[config.mk]
export PLATFORM = sky130hd
export DESIGN_NAME = muldiv_unit_flat
export DESIGN_NICKNAME = d
export VERILOG_FILES = /design/src/rtl/muldiv_pkg.sv /design/src/rtl/muldiv_if.sv /design/src/rtl/muldiv_step.sv /design/src/rtl/muldiv_unit.sv /design/src/flat_wrapper.sv
export SDC_FILE = /design/constraint.sdc
export NUM_CORES = 1
export LEC_CHECK = 0
export CELL_PAD_IN_SITES_DETAIL_PLACEMENT = 0
export CELL_PAD_IN_SITES_GLOBAL_PLACEMENT = 1
export CORE_ASPECT_RATIO = 0.7
export CORE_MARGIN = 5
export CORE_UTILIZATION = 47
export DETAILED_ROUTE_END_ITERATION = 12
export PLACE_DENSITY = 0.86
export SYNTH_ARGS = -nofsm -noshare
export SYNTH_HDL_FRONTEND = slang
export SYNTH_SLANG_ARGS = --single-unit
[constraint.sdc]
create_clock -name clk -period 9.43 [get_ports clk]
set_input_delay 1.4145 -clock clk [delete_from_list [all_inputs] [get_ports clk]]
set_output_delay 1.4145 -clock clk [all_outputs]
set_load 0.01 [all_outputs]
[src/rtl/muldiv_pkg.sv]
// Shared constants, state encoding and op decode for the RV32M multiply/divide unit.
package muldiv_pkg;

    localparam int MD_XLEN = 32;

    localparam logic [2:0] MD_MUL    = 3'd0;
    localparam logic [2:0] MD_MULH   = 3'd1;
    localparam logic [2:0] MD_MULHSU = 3'd2;
    localparam logic [2:0] MD_MULHU  = 3'd3;
    localparam logic [2:0] MD_DIV    = 3'd4;
    localparam logic [2:0] MD_DIVU   = 3'd5;
    localparam logic [2:0] MD_REM    = 3'd6;
    localparam logic [2:0] MD_REMU   = 3'd7;

    typedef enum logic [1:0] {
        IDLE = 2'd0,
        CALC = 2'd1,
        FIX  = 2'd2,
        DONE = 2'd3
    } md_state_t;

    // upper: high product word for MULH*, remainder for REM*
    typedef struct packed {
        logic is_div;
        logic a_signed;
        logic b_signed;
        logic upper;
    } md_dec_t;

    function automatic md_dec_t md_decode(input logic [2:0] op);
        md_dec_t d;
        d = '0;
        case (op)
            MD_MUL:    d = '{is_div: 1'b0, a_signed: 1'b0, b_signed: 1'b0, upper: 1'b0};
            MD_MULH:   d = '{is_div: 1'b0, a_signed: 1'b1, b_signed: 1'b1, upper: 1'b1};
            MD_MULHSU: d = '{is_div: 1'b0, a_signed: 1'b1, b_signed: 1'b0, upper: 1'b1};
            MD_MULHU:  d = '{is_div: 1'b0, a_signed: 1'b0, b_signed: 1'b0, upper: 1'b1};
            MD_DIV:    d = '{is_div: 1'b1, a_signed: 1'b1, b_signed: 1'b1, upper: 1'b0};
            MD_DIVU:   d = '{is_div: 1'b1, a_signed: 1'b0, b_signed: 1'b0, upper: 1'b0};
            MD_REM:    d = '{is_div: 1'b1, a_signed: 1'b1, b_signed: 1'b1, upper: 1'b1};
            default:   d = '{is_div: 1'b1, a_signed: 1'b0, b_signed: 1'b0, upper: 1'b1};
        endcase
        return d;
    endfunction

endpackage

[src/rtl/muldiv_if.sv]
// Issue and writeback handshake bundle between decode, the M unit and the register file.
interface muldiv_if import muldiv_pkg::*; #(
    parameter int XLEN = MD_XLEN
);
    logic            in_valid;
    logic            in_ready;
    logic [2:0]      in_op;
    logic [XLEN-1:0] in_a;
    logic [XLEN-1:0] in_b;
    logic [4:0]      in_rd;
    logic            flush;
    logic            wb_valid;
    logic            wb_ready;
    logic [4:0]      wb_rd;
    logic [XLEN-1:0] wb_data;
    logic            busy;

    modport master (
        output in_valid, in_op, in_a, in_b, in_rd, flush, wb_ready,
        input  in_ready, wb_valid, wb_rd, wb_data, busy
    );

    modport slave (
        input  in_valid, in_op, in_a, in_b, in_rd, flush, wb_ready,
        output in_ready, wb_valid, wb_rd, wb_data, busy
    );
endinterface

[src/rtl/muldiv_step.sv]
// One iteration of shift-add multiply or restoring shift-subtract divide.
// Latency: combinational.
// Backpressure: none; the caller decides when to register acc_next.
module muldiv_step import muldiv_pkg::*; #(
    parameter int XLEN = MD_XLEN
) (
    input  logic              is_div,
    input  logic [2*XLEN:0]   acc,
    input  logic [XLEN-1:0]   opnd,
    output logic [2*XLEN:0]   acc_next
);
    logic [XLEN:0] sum;
    logic [XLEN:0] rem_sh;

    // acc layout: multiply {carry+hi, lo/multiplier}; divide {remainder, quotient/dividend}
    always_comb begin
        sum    = acc[2*XLEN:XLEN] + (acc[0] ? {1'b0, opnd} : '0);
        rem_sh = {acc[2*XLEN-1:XLEN], acc[XLEN-1]};
        if (is_div) begin
            if (rem_sh >= {1'b0, opnd}) begin
                acc_next = {rem_sh - {1'b0, opnd}, acc[XLEN-2:0], 1'b1};
            end else begin
                acc_next = {rem_sh, acc[XLEN-2:0], 1'b0};
            end
        end else begin
            acc_next = {1'b0, sum, acc[XLEN-1:1]};
        end
    end
endmodule

[src/rtl/muldiv_unit.sv]
// Iterative RV32M multiply/divide unit, one result bit per cycle, one op in flight.
// Latency: XLEN+1 cycles accept-to-wb_valid; divide-by-zero and signed overflow 1 cycle.
// Backpressure: in_ready only in IDLE; result held in DONE until wb_ready.
module muldiv_unit import muldiv_pkg::*; #(
    parameter int XLEN        = MD_XLEN,
    parameter bit SUPPRESS_X0 = 1'b1
) (
    input logic     clk,
    input logic     rst,
    muldiv_if.slave bus
);
    localparam int              ACC_W = 2*XLEN + 1;
    localparam int              CNT_W = $clog2(XLEN);
    localparam logic [XLEN-1:0] SMIN  = {1'b1, {(XLEN-1){1'b0}}};

    md_state_t         state_q, state_d;
    md_dec_t           in_dec;
    logic              is_div_q, upper_q, neg_q, neg_r_q;
    logic [4:0]        rd_q;
    logic [ACC_W-1:0]  acc_q, acc_step;
    logic [XLEN-1:0]   opnd_q;
    logic [CNT_W-1:0]  cnt_q;
    logic [XLEN-1:0]   wb_data_q;
    logic [4:0]        wb_rd_q;

    logic              accept, a_neg, b_neg, div_zero, div_ovf, special;
    logic              drop_in, drop_q;
    logic [XLEN-1:0]   mag_a, mag_b, special_res;
    logic [2*XLEN-1:0] prod;
    logic [XLEN-1:0]   quo, rem, fix_res;

    muldiv_step #(.XLEN(XLEN)) u_step (
        .is_div   (is_div_q),
        .acc      (acc_q),
        .opnd     (opnd_q),
        .acc_next (acc_step)
    );

    // Issue-side decode: magnitudes, sign flags and the two early-out cases
    always_comb begin
        in_dec   = md_decode(bus.in_op);
        accept   = bus.in_valid && (state_q == IDLE) && !bus.flush;
        a_neg    = in_dec.a_signed & bus.in_a[XLEN-1];
        b_neg    = in_dec.b_signed & bus.in_b[XLEN-1];
        mag_a    = a_neg ? -bus.in_a : bus.in_a;
        mag_b    = b_neg ? -bus.in_b : bus.in_b;
        div_zero = in_dec.is_div && (bus.in_b == '0);
        div_ovf  = in_dec.is_div && in_dec.a_signed && (bus.in_a == SMIN) && (bus.in_b == '1);
        special  = div_zero || div_ovf;
        if (div_zero) begin
            special_res = in_dec.upper ? bus.in_a : '1;
        end else begin
            special_res = in_dec.upper ? '0 : SMIN;
        end
        drop_in  = SUPPRESS_X0 && (bus.in_rd == 5'd0);
        drop_q   = SUPPRESS_X0 && (rd_q == 5'd0);
    end

    // Sign fix-up and result selection, registered in FIX
    always_comb begin
        prod = neg_q ? -acc_q[2*XLEN-1:0] : acc_q[2*XLEN-1:0];
        quo  = neg_q ? -acc_q[XLEN-1:0] : acc_q[XLEN-1:0];
        rem  = XLEN'(neg_r_q ? -acc_q[ACC_W-1:XLEN] : acc_q[ACC_W-1:XLEN]);
        if (is_div_q) begin
            fix_res = upper_q ? rem : quo;
        end else begin
            fix_res = upper_q ? prod[2*XLEN-1:XLEN] : prod[XLEN-1:0];
        end
    end

    always_ff @(posedge clk) begin
        if (rst) begin
            state_q <= IDLE;
        end else begin
            state_q <= state_d;
        end
    end

    always_comb begin
        state_d = state_q;
        case (state_q)
            IDLE: begin
                if (accept) begin
                    if (special) begin
                        state_d = drop_in ? IDLE : DONE;
                    end else begin
                        state_d = CALC;
                    end
                end
            end
            CALC: begin
                if (bus.flush) begin
                    state_d = IDLE;
                end else if (cnt_q == CNT_W'(XLEN-1)) begin
                    state_d = FIX;
                end
            end
            FIX: begin
                if (bus.flush || drop_q) begin
                    state_d = IDLE;
                end else begin
                    state_d = DONE;
                end
            end
            DONE: begin
                if (bus.wb_ready) begin
                    state_d = IDLE;
                end
            end
            default: state_d = IDLE;
        endcase
    end

    always_comb begin
        bus.in_ready = (state_q == IDLE);
        bus.busy     = (state_q != IDLE);
        bus.wb_valid = (state_q == DONE);
        bus.wb_data  = wb_data_q;
        bus.wb_rd    = wb_rd_q;
    end

    always_ff @(posedge clk) begin
        if (rst) begin
            is_div_q  <= 1'b0;
            upper_q   <= 1'b0;
            neg_q     <= 1'b0;
            neg_r_q   <= 1'b0;
            rd_q      <= '0;
            acc_q     <= '0;
            opnd_q    <= '0;
            cnt_q     <= '0;
            wb_data_q <= '0;
            wb_rd_q   <= '0;
        end else begin
            case (state_q)
                IDLE: begin
                    if (accept) begin
                        is_div_q <= in_dec.is_div;
                        upper_q  <= in_dec.upper;
                        neg_q    <= a_neg ^ b_neg;
                        neg_r_q  <= a_neg;
                        rd_q     <= bus.in_rd;
                        acc_q    <= {{(XLEN+1){1'b0}}, mag_a};
                        opnd_q   <= mag_b;
                        cnt_q    <= '0;
                        if (special && !drop_in) begin
                            wb_data_q <= special_res;
                            wb_rd_q   <= bus.in_rd;
                        end
                    end
                end
                CALC: begin
                    acc_q <= acc_step;
                    cnt_q <= cnt_q + 1'b1;
                end
                FIX: begin
                    if (!bus.flush && !drop_q) begin
                        wb_data_q <= fix_res;
                        wb_rd_q   <= rd_q;
                    end
                end
                default: ;
            endcase
        end
    end
endmodule

[src/flat_wrapper.sv]
// flat-port wrapper written by rule: the top's interface ports become plain ports
module muldiv_unit_flat import muldiv_pkg::*;
#(
    parameter int XLEN        = MD_XLEN,
    parameter bit SUPPRESS_X0 = 1'b1
)
  (clk, rst, bus_in_valid, bus_in_op, bus_in_a, bus_in_b, bus_in_rd, bus_flush, bus_wb_ready, bus_in_ready, bus_wb_valid, bus_wb_rd, bus_wb_data, bus_busy);
  muldiv_if #(.XLEN(XLEN)) bus_i ();
  input logic clk;
  input logic rst;
  input wire logic [$bits(bus_i.in_valid)-1:0] bus_in_valid;
  input wire logic [$bits(bus_i.in_op)-1:0] bus_in_op;
  input wire logic [$bits(bus_i.in_a)-1:0] bus_in_a;
  input wire logic [$bits(bus_i.in_b)-1:0] bus_in_b;
  input wire logic [$bits(bus_i.in_rd)-1:0] bus_in_rd;
  input wire logic [$bits(bus_i.flush)-1:0] bus_flush;
  input wire logic [$bits(bus_i.wb_ready)-1:0] bus_wb_ready;
  output wire logic [$bits(bus_i.in_ready)-1:0] bus_in_ready;
  output wire logic [$bits(bus_i.wb_valid)-1:0] bus_wb_valid;
  output wire logic [$bits(bus_i.wb_rd)-1:0] bus_wb_rd;
  output wire logic [$bits(bus_i.wb_data)-1:0] bus_wb_data;
  output wire logic [$bits(bus_i.busy)-1:0] bus_busy;
  assign bus_i.in_valid = bus_in_valid;
  assign bus_i.in_op = bus_in_op;
  assign bus_i.in_a = bus_in_a;
  assign bus_i.in_b = bus_in_b;
  assign bus_i.in_rd = bus_in_rd;
  assign bus_i.flush = bus_flush;
  assign bus_i.wb_ready = bus_wb_ready;
  assign bus_in_ready = bus_i.in_ready;
  assign bus_wb_valid = bus_i.wb_valid;
  assign bus_wb_rd = bus_i.wb_rd;
  assign bus_wb_data = bus_i.wb_data;
  assign bus_busy = bus_i.busy;
  muldiv_unit #(.XLEN(XLEN), .SUPPRESS_X0(SUPPRESS_X0)) u_core (.clk(clk), .rst(rst), .bus(bus_i));
endmodule
==> results of run 1 <==
[per-layer routing]
metal | track usage, % | wire, um
met1 | 46.60 | 23770
met5 | 1.349 | 134
met3 | 9.138 | 5931
met4 | 5.387 | 618
met2 | 38.01 | 18670
[how the worst max path moves through the flow]
stage / from / end / slack, ns / depth (start not counted)
floorplan: bus_in_a[17] / u_core.bus.wb_data[6] / 5.63 / 12
global placement: bus_in_a[23] / u_core.bus.wb_data[3] / 4.49 / 11
detailed placement: bus_in_a[17] / u_core.bus.wb_data[15] / 4.37 / 11
CTS: bus_in_a[17] / u_core.bus.wb_data[15] / 4.85 / 11
global route: bus_in_a[18] / u_core.bus.wb_data[18] / 4.53 / 11
finish: bus_in_a[18] / u_core.bus.wb_data[29] / 4.74 / 11
[per-stage QoR]
stage / power, uW / util, % / setup WS, ns / instance area [um^2]
6_report: 2056 / 54.13 / 4.745 / 15530
5_1_grt: 2140 / 54.13 / 4.532 / 15530
4_1_cts: 2042 / 54.13 / 4.847 / 15530
3_5_place_dp: 1276 / 51.90 / 4.371 / 14890
3_3_place_gp: 1273 / 51.90 / 4.495 / 14890
2_1_floorplan: 1095 / - / 5.633 / 13600
[placed cells by master (no fill, tap or decap), drive strengths merged, types with 9 or more instances in the layout]
cell | synthesis | layout
a211oi | 104 | 104
a21o | 27 | 27
a21oi | 145 | 145
a22oi | 9 | 9
a311oi | 23 | 23
a31oi | 17 | 17
and3 | 14 | 14
buf | 27 | 20
clkbuf | 98 | 17
clkdlybuf4s50 | 0 | 115
dfxtp | 150 | 150
ha | 71 | 71
inv | 65 | 71
mux2i | 49 | 49
nand2 | 145 | 145
nand2b | 11 | 11
nand3 | 22 | 22
nand4 | 20 | 20
nor2 | 225 | 225
nor2b | 21 | 21
nor3 | 52 | 52
nor4 | 16 | 16
o211ai | 24 | 24
o21a | 17 | 17
o21ai | 145 | 145
o21bai | 9 | 9
o31ai | 29 | 29
o41ai | 15 | 15
or3 | 19 | 19
or4 | 20 | 20
xnor2 | 80 | 80
xor2 | 88 | 88
[area by class of cell]
type	count	area, um^2	area share, %
multi-input cells	1508	9866	63.53
clock inverters	15	214.0	1.378
well taps	378	473.0	3.045
clock buffers	17	425.4	2.739
inverters	65	244.0	1.571
repair buffers	135	1301	8.379
flip-flops and latches	150	3007	19.36
[registers in the layout (all words and copies together) (netlist names)]
name and flops:
u_core.bus.wb_rd 5, u_core.acc_q 65, u_core.neg_r_q 1, u_core.neg_q 1
u_core.opnd_q 32, u_core.cnt_q 5, u_core.rd_q 5, u_core.state_q 2
u_core.bus.wb_data 32, u_core.upper_q 1, u_core.is_div_q 1
[worst max-delay path: stages]
cell and delay, ns:
clkdlybuf4s50_1 0.51, or4_1 0.60, or3_1 0.37, or3_1 0.53, o22ai_1 0.18, a21oi_1 0.14, nor2b_4 0.18, buf_4 0.58
o211ai_1 0.20, a21oi_1 0.17, nor3_1 0.06
[power groups by stage]
| stage | logic (uW) | registers [uW] | clock network [uW] |
|---|---|---|---|
| floorplan | 393 | 702 | 0 |
| global placement | 548 | 725 | 0 |
| detailed placement | 550 | 726 | 0 |
| CTS | 555 | 712 | 775 |
| global route | 617 | 717 | 805 |
| finish | 568 | 714 | 774 |
[cells by family (layout without fill, tap and decap cells)]
| logic type | count (synthesis) | in the layout | synth area share [%] |
|---|---|---|---|
| compound gates | 615 | 615 | 29.84 |
| fa+ha+maj | 73 | 73 | 6.825 |
| flops | 150 | 150 | 22.08 |
| mux | 51 | 51 | 3.771 |
| simple gates | 601 | 601 | 21.05 |
| xor+xnor | 168 | 168 | 10.82 |
| buf+inv | 190 | 232 | 5.629 |
==> flow_summary.yaml, run 1 <==
status:
  status: "finished, final reports clean"
global_routing:
  grt_pass1_wl_um: 75820
  grt_use_total_pct: 29.28
  antenna_found_initial: 3
  first_global_vias: 12782
  grt_overflow: 0
  grt_max_degree: 79
timing:
  finClkSkew_ns: 0.01777
  worst_slew_pin_slew_ns: 1.210
  max_freq_ghz: 0.2134
  fin_crit_ns: 4.685
  finalSetupTns_ns: 0
  hold_viol: 0
  drv_slew: 0
  rsz0062_at_grt: "false"
  period_share_pct: 49.69
  setup-violations-final: 0
  finalHoldWorstSlack_ns: 0.4576
  slew-limit-headroom_pct: 19.16
worst_setup_path:
  cp.arrival_ns: 4.99
  rr_worst_depth: 11
  critPathLaunchType: "input pin"
  worstReg2RegEnd: "u_core.acc_q[62]"
  rrSetupSlack_ns: 5.05
  path_class: "input pin to flop"
  crit_path_end_kind: "flop"
  crit_fanout: 71
  worstReg2RegStart: "u_core.acc_q[32]"
  crit_required_ns: 9.73
final_layout:
  syn2layout_area_growth_pct: 14.16
  nNetsFinal: 2027
  fillers: 2810
  final_cells: 2268
  drive_gt1_share_pct: 4.815
  diodes: 0
detailed_routing:
  drcViolationCount: 0
  wl_um: 49130
  avgViaCountPerCell: 6.299
  dr.pass1.iters: 5
  final_antenna_net_count: 0
  vias: 14285
  wire_per_inst_um: 21.66
  drtIter0Drc: 1659
pwr:
  pwr-share-clk_pct: 37.7
  ir_drop_v: 0.0001245
  seq_power_share_pct: 34.7
  p_switching_uw: 716.7
  switching_share_pct: 34.86
  p_int_uw: 1339
  p_leak_uw: 0.005764
  p_comb_share_pct: 27.6
  powerDensity_nw_per_um2: 132.4
clock_tree:
  htree_levels: 4
  cts_buffers: 17
  cts_tree: "done"
  post_cts_buffers: 0
  cts_buffer_depth: 2
  post_cts_resized: 0
  clkSinkCount: 150
  clk_pin_slew_ns: 0.07
  cts_hold_buf: 0
  cts-root-buf: "clkbuf_16"
  clock_latency_ns: 0.46
die:
  row_count: 52
  die_w_um: 213.3
  die_y_um: 152.3
  io_pins: 117
  dieArea_um2: 32500
  core_um2: 28690
  start_util_pct: 47.41
place:
  dp.cells: 2236
  gp_congestion: 0.9760
  portBuffers: 116
  dp_hpwl_um: 37190
synth:
  yosysTopAreaCell: "dfxtp_1"
  ys_seq_area_share_pct: 22.08
  synth_top_area_share_pct: 22.08
  async_flop_share_pct: 0
  synth_area_um2: 13600
  syn_nets: 1998
  synth_seq_cells: 150
  postSynthAreaPerCell_um2: 7.361
  synth.distinct_cells: 79
  synth_edf_count: 0
  synth_common_cells: "nor2_1 (222), dfxtp_1 (150), a21oi_1 (144), nand2_1 (144), o21ai_0 (140)"
  ys.warnings.count: 0
  synth_area_leaders: "dfxtp_1 (22%), ha_1 (6.5%), nor2_1 (6.1%)"
  netlist_instances: 1848
  yosysMostFrequentCell: "nor2_1"
  synth_ff_type: "dfxtp_1"
run:
  maxCapViolCount: 0
worst_hold_path:
  hp-start: "u_core.opnd_q[19]"
  hold_depth: 2
  min_path_type: "flop to flop"
  min_to: "u_core.opnd_q[19]"
(Power assumes the default switching activity.)
==> run 2: changes to the inputs <==
--- a/config.mk
+++ b/config.mk
@@ -9,9 +9,9 @@
 export CELL_PAD_IN_SITES_GLOBAL_PLACEMENT = 1
 export CORE_ASPECT_RATIO = 0.7
 export CORE_MARGIN = 5
-export CORE_UTILIZATION = 47
+export CORE_UTILIZATION = 44
 export DETAILED_ROUTE_END_ITERATION = 12
-export PLACE_DENSITY = 0.86
+export PLACE_DENSITY = 0.81
 export SYNTH_ARGS = -nofsm -noshare
 export SYNTH_HDL_FRONTEND = slang
 export SYNTH_SLANG_ARGS = --single-unit
==> constraint.sdc (replaced) <==
create_clock -name clk -period 4.38 [get_ports clk]
set_input_delay 0.657 -clock clk [delete_from_list [all_inputs] [get_ports clk]]
set_output_delay 0.657 -clock clk [all_outputs]
set_load 0.01 [all_outputs]
==> flow_summary.yaml, run 2 (synthesis gave the netlist of run 1 again) <==
timing:
  period_share_pct: 88.93
  worst_slew_pin_slew_ns: 1.030
  drv_slew: 0
  finClkSkew_ns: 0.01347
  fin_crit_ns: 3.895
  slew-limit-headroom_pct: 31.31
  setup-violations-final: 0
  hold_viol: 0
  finalSetupTns_ns: 0
  rsz0062_at_grt: "false"
  max_freq_ghz: 0.2567
detailed_routing:
  avgViaCountPerCell: 6.142
  final_antenna_net_count: 0
  vias: 14323
  drcViolationCount: 0
  drtIter0Drc: 1789
  dr.pass1.iters: 5
  wire_per_inst_um: 21.67
  wl_um: 50530
final_layout:
  final_cells: 2332
  largest_register: "u_core.acc_q"
  diodes: 0
  final_common_cell: "nor2_1"
  largest_reg_flops: 65
  fin_util_pct: 52.16
  drive_gt1_share_pct: 6.302
  syn2layout_area_growth_pct: 15.96
  fillers: 2979
  nNetsFinal: 2057
  final_cell_mix: "nor2_1 (222), dfxtp_1 (149), nand2_1 (144), a21oi_1 (143), o21ai_0 (140)"
global_routing:
  antenna_found_initial: 0
  first_global_vias: 12988
  grt_overflow: 0
  grt_max_degree: 87
  grt_pass1_wl_um: 77420
  grt_use_total_pct: 28.72
die:
  row_count: 53
  die_y_um: 157.1
  start_util_pct: 44.99
  dieArea_um2: 34590
  die_w_um: 220.2
  io_pins: 117
  core_um2: 30240
place:
  dp_hpwl_um: 38710
  portBuffers: 116
  gp_congestion: 1.015
  dp.cells: 2300
worst_setup_path:
  rrSetupSlack_ns: 0.48
  worstReg2RegStart: "u_core.acc_q[32]"
  worstReg2RegEnd: "u_core.acc_q[33]"
  path_class: "flop to flop"
  cp_slowest_cell: "dfxtp_1"
  rr_worst_depth: 11
  cp.arrival_ns: 4.20
  path_common_cell: "o31a_1"
  crit_required_ns: 4.69
  cpPeakStageDelay_ns: 0.58
  cp_cell_sequence: "ha_1 -> nor2b_1 -> o31a_1 -> o31a_1 -> o2111ai_1 -> nor3b_1 -> o31a_2 -> buf_12 -> mux2_2 -> a21oi_1 -> nor3_1"
  crit_fanout: 21
  crit_path_end_kind: "flop"
  critPathLaunchType: "flop"
worst_hold_path:
  min_path_type: "flop to flop"
  hp-start: "u_core.opnd_q[19]"
  hold_depth: 2
  min_to: "u_core.opnd_q[19]"
pwr:
  p_total_uw: 4327
  powerDensity_nw_per_um2: 274.3
  p_leak_uw: 0.005908
  ir_drop_v: 0.0002146
run:
  maxCapViolCount: 0
status:
  status: "finished, final reports clean"
clock_tree:
  htree_levels: 4
  post_cts_resized: 0
  cts_buffer_depth: 2
  cts_hold_buf: 0
  cts_tree: "done"
  cts-root-buf: "clkbuf_16"
  clock_latency_ns: 0.46
  cts_buffers: 17
  clk_pin_slew_ns: 0.07
  clkSinkCount: 150
  post_cts_buffers: 0
run 2: worst max-delay path: cells and delay by family, from the launching register on:
family                   cells  cell delay (ns)
adder cells (fa/ha/maj)      1             0.33
buffers and inverters        1             0.22
flip-flops                   1             0.58
AO/OA/AOI/OAI                5             1.59
multiplexers                 1             0.34
AND/OR/NAND/NOR              3             0.67
run 2: report_power, final:
group / switching (uW) / internal (uW) / leakage (uW) / total [uW]
clock: 706 / 812 / 0.000282 / 1520
combinational: 773 / 502 / 0.00440 / 1270
sequential: 101 / 1430 / 0.00122 / 1530
run 2: final cells by class:
| class | instances | area, um^2 | share of cell area [%] |
|---|---|---|---|
| clock buffers | 18 | 439.2 | 2.784 |
| flip-flops and latches | 150 | 3007 | 19.06 |
| multi-input cells | 1508 | 9866 | 62.54 |
| well taps | 412 | 515.5 | 3.268 |
| clock inverters | 14 | 138.9 | 0.8805 |
| inverters | 65 | 244.0 | 1.547 |
| repair buffers | 165 | 1564 | 9.915 |
run 2: stage by stage:
stage / cell area (um^2) / hold slack (ns) / setup WS, ns
2_1_floorplan: 13600 / 0.4319 / 1.075
3_3_place_gp: 15200 / 0.4435 / 0.3179
3_5_place_dp: 15200 / 0.4457 / 0.2429
4_1_cts: 15770 / 0.4557 / 0.5894
5_1_grt: 15770 / 0.4932 / 0.2720
6_report: 15770 / 0.4540 / 0.4850
run 2: metal layers:
layer / share of wire [%] / global-route usage, % / up-vias
met1: 48 / 43.55 / 6669
met4: 1.3 / 5.613 / 0
met2: 37 / 36.90 / 714
li1: - / - / 6884
met5: 0 / 0 / -
met3: 14 / 12.73 / 56
run 2: worst max-delay path by stage:
| stage | from | end | depth (start not counted) |
|---|---|---|---|
| after global placement | bus_in_b[5] | u_core.bus.wb_data[22] | 10 |
| after global routing | u_core.acc_q[32] | u_core.acc_q[61] | 12 |
| final | u_core.acc_q[32] | u_core.acc_q[33] | 11 |
| after detailed placement | bus_in_b[5] | u_core.bus.wb_data[22] | 10 |
| after floorplan | u_core.acc_q[0] | u_core.acc_q[61] | 14 |
| after CTS | u_core.acc_q[32] | u_core.acc_q[48] | 11 |
